[config.mk]
export PLATFORM = sky130hd
export DESIGN_NAME = miriscv_apb_bridge
export DESIGN_NICKNAME = d
export VERILOG_FILES = /design/src/rtl/miriscv_apb_bridge.sv
export SDC_FILE = /design/constraint.sdc
export NUM_CORES = 1
export LEC_CHECK = 0
export BUFFER_PORTS_ARGS = -buffer_cell sky130_fd_sc_hd__buf_2
export CELL_PAD_IN_SITES_DETAIL_PLACEMENT = 0
export CELL_PAD_IN_SITES_GLOBAL_PLACEMENT = 2
export CORE_MARGIN = 2
export CORE_UTILIZATION = 29
export DETAILED_ROUTE_END_ITERATION = 10
export PLACE_DENSITY = 0.88
export SYNTH_ARGS = -nofsm -noshare
export SYNTH_HDL_FRONTEND = slang
export SYNTH_SLANG_ARGS = --single-unit
[constraint.sdc]
create_clock -name clk_i -period 2.6 [get_ports clk_i]
set_input_delay 0.65 -clock clk_i [delete_from_list [all_inputs] [get_ports clk_i]]
set_output_delay 0.65 -clock clk_i [all_outputs]
set_load 0.005 [all_outputs]
[src/rtl/miriscv_apb_bridge.sv]
// Core data port to APB4 bridge. Each request is decoded against NSLV base/mask slots.
// A hit runs a full SETUP/ACCESS sequence, which may be cut short by a watchdog timeout.
// A miss returns an error response without any APB activity.
module miriscv_apb_bridge #(
  parameter int unsigned          NSLV     = 2,
  parameter int unsigned          AW       = 32,
  parameter logic [NSLV*32-1:0]   SLV_BASE = {32'h80001000, 32'h80000000},
  parameter logic [NSLV*32-1:0]   SLV_MASK = {32'hFFFFF000, 32'hFFFFF000},
  parameter int unsigned          TIMEOUT  = 255
) (
  input  logic                 clk_i,
  input  logic                 arstn_i,
  // Core data port
  input  logic                 data_req_i,
  output logic                 data_gnt_o,
  input  logic                 data_we_i,
  input  logic [3:0]           data_be_i,
  input  logic [31:0]          data_addr_i,
  input  logic [31:0]          data_wdata_i,
  output logic                 data_rvalid_o,
  output logic [31:0]          data_rdata_o,
  output logic                 data_err_o,
  // APB4 master
  output logic [NSLV-1:0]      psel_o,
  output logic                 penable_o,
  output logic                 pwrite_o,
  output logic [AW-1:0]        paddr_o,
  output logic [31:0]          pwdata_o,
  output logic [3:0]           pstrb_o,
  input  logic [NSLV*32-1:0]   prdata_i,
  input  logic [NSLV-1:0]      pready_i,
  input  logic [NSLV-1:0]      pslverr_i
);

  localparam int unsigned IdxW = (NSLV > 1) ? $clog2(NSLV) : 1;
  localparam int unsigned CntW = (TIMEOUT > 0) ? $clog2(TIMEOUT + 1) : 1;

  typedef enum logic [1:0] {StIdle, StSetup, StAccess, StResp} state_e;

  state_e            state_q;
  logic [IdxW-1:0]   idx_q;
  logic [CntW-1:0]   cnt_q;
  logic              gnt_q;
  logic              rvalid_q;
  logic [31:0]       rdata_q;
  logic              err_q;
  logic [NSLV-1:0]   psel_q;
  logic              penable_q;
  logic              pwrite_q;
  logic [AW-1:0]     paddr_q;
  logic [31:0]       pwdata_q;
  logic [3:0]        pstrb_q;

  logic              hit;
  logic [IdxW-1:0]   hit_idx;
  logic [NSLV-1:0]   hit_onehot;
  logic              sel_ready;
  logic              sel_err;
  logic [31:0]       sel_rdata;
  logic              tmo_expire;

  // Address decode: scanning from the top down leaves the lowest matching slot in hit_idx
  always_comb begin
    hit     = 1'b0;
    hit_idx = '0;
    for (int i = int'(NSLV) - 1; i >= 0; i--) begin
      if ((data_addr_i & SLV_MASK[32*i +: 32]) == SLV_BASE[32*i +: 32]) begin
        hit     = 1'b1;
        hit_idx = IdxW'(i);
      end
    end
  end

  // One-hot select for the decoded slot
  always_comb begin
    hit_onehot = '0;
    for (int i = 0; i < int'(NSLV); i++) begin
      hit_onehot[i] = hit && (hit_idx == IdxW'(i));
    end
  end

  // Response mux from the registered slot index
  always_comb begin
    sel_ready = 1'b0;
    sel_err   = 1'b0;
    sel_rdata = '0;
    for (int i = 0; i < int'(NSLV); i++) begin
      if (idx_q == IdxW'(i)) begin
        sel_ready = pready_i[i];
        sel_err   = pslverr_i[i];
        sel_rdata = prdata_i[32*i +: 32];
      end
    end
  end

  // The counter holds the number of ACCESS cycles already spent, so the abort fires in the
  // TIMEOUT-th ACCESS cycle. A PREADY in that same cycle still takes priority.
  assign tmo_expire = (TIMEOUT != 0) && (cnt_q == CntW'(TIMEOUT - 1));

  // Bridge FSM with all outputs registered
  always_ff @(posedge clk_i or negedge arstn_i) begin
    if (!arstn_i) begin
      state_q   <= StIdle;
      idx_q     <= '0;
      cnt_q     <= '0;
      gnt_q     <= 1'b1;
      rvalid_q  <= 1'b0;
      rdata_q   <= '0;
      err_q     <= 1'b0;
      psel_q    <= '0;
      penable_q <= 1'b0;
      pwrite_q  <= 1'b0;
      paddr_q   <= '0;
      pwdata_q  <= '0;
      pstrb_q   <= '0;
    end else begin
      unique case (state_q)
        StIdle: begin
          if (data_req_i) begin
            gnt_q    <= 1'b0;
            idx_q    <= hit_idx;
            pwrite_q <= data_we_i;
            paddr_q  <= data_addr_i[AW-1:0];
            pwdata_q <= data_wdata_i;
            pstrb_q  <= data_we_i ? data_be_i : 4'b0000;
            if (hit) begin
              psel_q  <= hit_onehot;
              state_q <= StSetup;
            end else begin
              rvalid_q <= 1'b1;
              err_q    <= 1'b1;
              rdata_q  <= '0;
              state_q  <= StResp;
            end
          end
        end
        StSetup: begin
          penable_q <= 1'b1;
          cnt_q     <= '0;
          state_q   <= StAccess;
        end
        StAccess: begin
          cnt_q <= cnt_q + 1'b1;
          if (sel_ready || tmo_expire) begin
            psel_q    <= '0;
            penable_q <= 1'b0;
            cnt_q     <= '0;
            rvalid_q  <= 1'b1;
            err_q     <= sel_ready ? sel_err : 1'b1;
            rdata_q   <= (sel_ready && !pwrite_q) ? sel_rdata : 32'h0;
            state_q   <= StResp;
          end
        end
        StResp: begin
          rvalid_q <= 1'b0;
          err_q    <= 1'b0;
          rdata_q  <= '0;
          cnt_q    <= '0;
          gnt_q    <= 1'b1;
          state_q  <= StIdle;
        end
        default: state_q <= StIdle;
      endcase
    end
  end

  assign data_gnt_o    = gnt_q;
  assign data_rvalid_o = rvalid_q;
  assign data_rdata_o  = rdata_q;
  assign data_err_o    = err_q;
  assign psel_o        = psel_q;
  assign penable_o     = penable_q;
  assign pwrite_o      = pwrite_q;
  assign paddr_o       = paddr_q;
  assign pwdata_o      = pwdata_q;
  assign pstrb_o       = pstrb_q;

endmodule

==> flow_summary.ini <==
[status]
outcome = completed

[pwr]
p_int_mw = 5.95
powerDensity_mw_per_mm2 = 1140
p_sw_share_pct = 31.0
p_leak_nw = 3.78
power.switching_mw = 2.68
p_total_mw = 8.63
power_frac_clock_pct = 28.5
power.ir.vdd_worst_uv = 560
p_comb_share_pct = 36.6
seqPwrFrac_pct = 34.9

[clocking]
cts_max_path_buffers = 2
cts_sinks = 118
cts_tree = built
cts_buffers = 17
path_clk_slew_ps = 50
clk_latency_ps = 410
cts_htree_levels = 4
cts_resized = 0
post-cts-setup-buffers = 0
cts-root-buf = clkbuf_16
cts_hold_buf = 0

[detailed_routing]
drt_iter0_drc = 78
drc_errors = 0
wl_per_cell_um = 15.0
vias_per_cell = 4.59
routed_wl_um = 13800
dr.pass1.iters = 4
drtAntennaViolNets = 0
vias = 4204

[sta]
rsz0062_at_grt = false
hold_viol_final = 0
slew-limit-headroom_pct = 59.5
period_minus_slack_ps = 2180
worst_slack_ps = 422
skew_ps = 7.51
setup_tns_ps = 0
fmax_mhz = 459
worst_slew_pin_slew_ps = 607
final_max_slew_viol_count = 0
setup_violations = 0
period_share_pct = 83.8

[floorplanning]
dieArea_mm2 = 0.0198
die_w_um = 141
boundaryPins = 247
die_h_um = 141
coreArea_mm2 = 0.0185
core.rowCount = 50
initial_core_util_pct = 29.3

[grt]
grt_pass1_vias = 4351
grt.total_usage_pct = 13.7
grt_max_degree = 51
grt_pass1_wl_um = 21600
antenna_found_initial = 0
gr-total-overflow = 0

[critical_path]
cp_common_cell = inv_1
path_class = flop to flop
start_kind = flop
crit_path_cell_trace = inv_1, ha_1, inv_1, o22ai_4, a211oi_4, buf_12, mux2_2
path_max_fanout = 32
required_ps = 2880
critPathSlowestCell = dfrtp_1
arrival_ps = 2460
worstSetupEndpointType = flop
cpPeakStageDelay_ps = 370

[logic_synthesis]
syn-instance-count = 415
ys_seq_elements = 118
synth_cell_types = 42
synth_nets = 562
synth_edf_count = 0
ys_warn_count = 0
synth_area_mm2 = 0.00543
yosysSeqAreaShare_pct = 54.4
syn_area_per_cell_um2 = 13.1
synth_ff_type = dfrtp_1
synthArstFlopShare_pct = 100

[cells_and_area]
fin_nets = 816
final_common_cell = buf_2
num_antenna_cells = 0
layout_common_cells = 245 x buf_2, 116 x dfrtp_1, 66 x mux2_2
drive_above_1_share_pct = 57.6
area_growth_pct = 39.8

[placed_design]
place_ws_ps = 176
port_buffers = 246
hpwl_um = 10400
gp_congestion = 0.775

[job]
drv_cap = 0

[worst_hold_path]
hold_class = primary input to asynchronous set/reset pin
[power by group through the flow]
stage	registers [mW]	logic, mW	clock network (mW)
6_report	3.01	3.16	2.46
5_1_grt	3.11	3.44	2.61
4_1_cts	3.02	3.22	2.52
3_5_place_dp	3.03	3.22	0
3_3_place_gp	3.00	3.13	0
2_1_floorplan	3.06	1.85	0
[worst paths after layout]
path / depth (start not counted) / to / from / slack [ps]
max: 7 / data_rdata_o[27]$_DFFE_PN0P_ / state_q[0]$_DFFE_PN0P_ / 420
min: 1 / data_rdata_o[6]$_DFFE_PN0P_ / arstn_i / 250
max reg2reg: 7 / data_rdata_o[27]$_DFFE_PN0P_ / state_q[0]$_DFFE_PN0P_ / 420
min reg2reg: 2 / paddr_o[12]$_DFFE_PN0P_ / paddr_o[12]$_DFFE_PN0P_ / 470
max in group asynchronous: 2 / pwdata_o[8]$_DFFE_PN0P_ / arstn_i / 1580
min in group clk_i: 2 / pwdata_o[26]$_DFFE_PN0P_ / data_wdata_i[26] / 470
[area by class of cell]
type,count,area (um^2)
well taps,234,293
clock inverters,12,178
flip-flops and latches,118,2960
multi-input cells,265,2320
clock buffers,20,447
fillers,1785,10900
repair buffers,258,1360
inverters,9,33.8
[state kept, by name, indices dropped and copies added, names as in the netlist, 2 cells and up]
| signal | cells |
|---|---|
| psel_o | 2 |
| pwdata_o | 32 |
| pstrb_o | 4 |
| data_rdata_o | 32 |
| cnt_q | 8 |
| paddr_o | 32 |
| state_q | 2 |
[cell families after synthesis]
logic type      count (synthesis)  share of synthesized area, %
compound gates                 35                          4.88
xor+xnor                        3                         0.484
fa+ha+maj                       7                          1.61
buf+inv                        32                          2.86
flops                         118                          54.4
mux                           131                          28.5
simple gates                   89                          7.26
[per-layer routing]
| metal | wire [um] | vias to the layer above | GRT usage, % |
|---|---|---|---|
| met5 | 0 | - | 0 |
| met4 | 342 | 0 | 6.00 |
| met3 | 983 | 24 | 4.31 |
| met2 | 6670 | 177 | 22.7 |
| met1 | 5790 | 2041 | 16.6 |
| li1 | - | 1962 | - |
[metrics by stage]
step,cell area (um^2),util [%],hold WS (ps),instances
2_1_floorplan,5430,-,354,415
6_report,7590,41.0,251,916
3_3_place_gp,6970,37.6,460,884
5_1_grt,7590,41.0,292,916
3_5_place_dp,6970,37.6,469,884
4_1_cts,7590,41.0,259,916
[cells in the mapped netlist, drive strengths merged, types with 2 or more instances]
cell type,instances,area (um^2)
a211oi,2,27.5
a21o,5,37.5
a21oi,6,30.0
and2,2,12.5
buf,11,76.3
clkbuf,12,45.0
dfrtp,117,2930
ha,7,87.6
inv,9,33.8
mux2,97,1210
mux2i,34,340
nand2,21,78.8
nand3,4,20.0
nand4,2,12.5
nor2,45,169
nor3,4,20.0
nor4,3,18.8
nor4b,2,23.8
o21ai,11,55.1
o22ai,2,26.3
or3,3,18.8
xnor2,2,17.5
[critical path, delay by kind of cell (launching register included)]
family	cells	cell delay, ps
adders and majority gates	1	360
buffers and inverters	3	540
DFF	1	370
AOI/OAI and AO/OA	2	400
muxes	1	370
(Power assumes the default switching activity.)
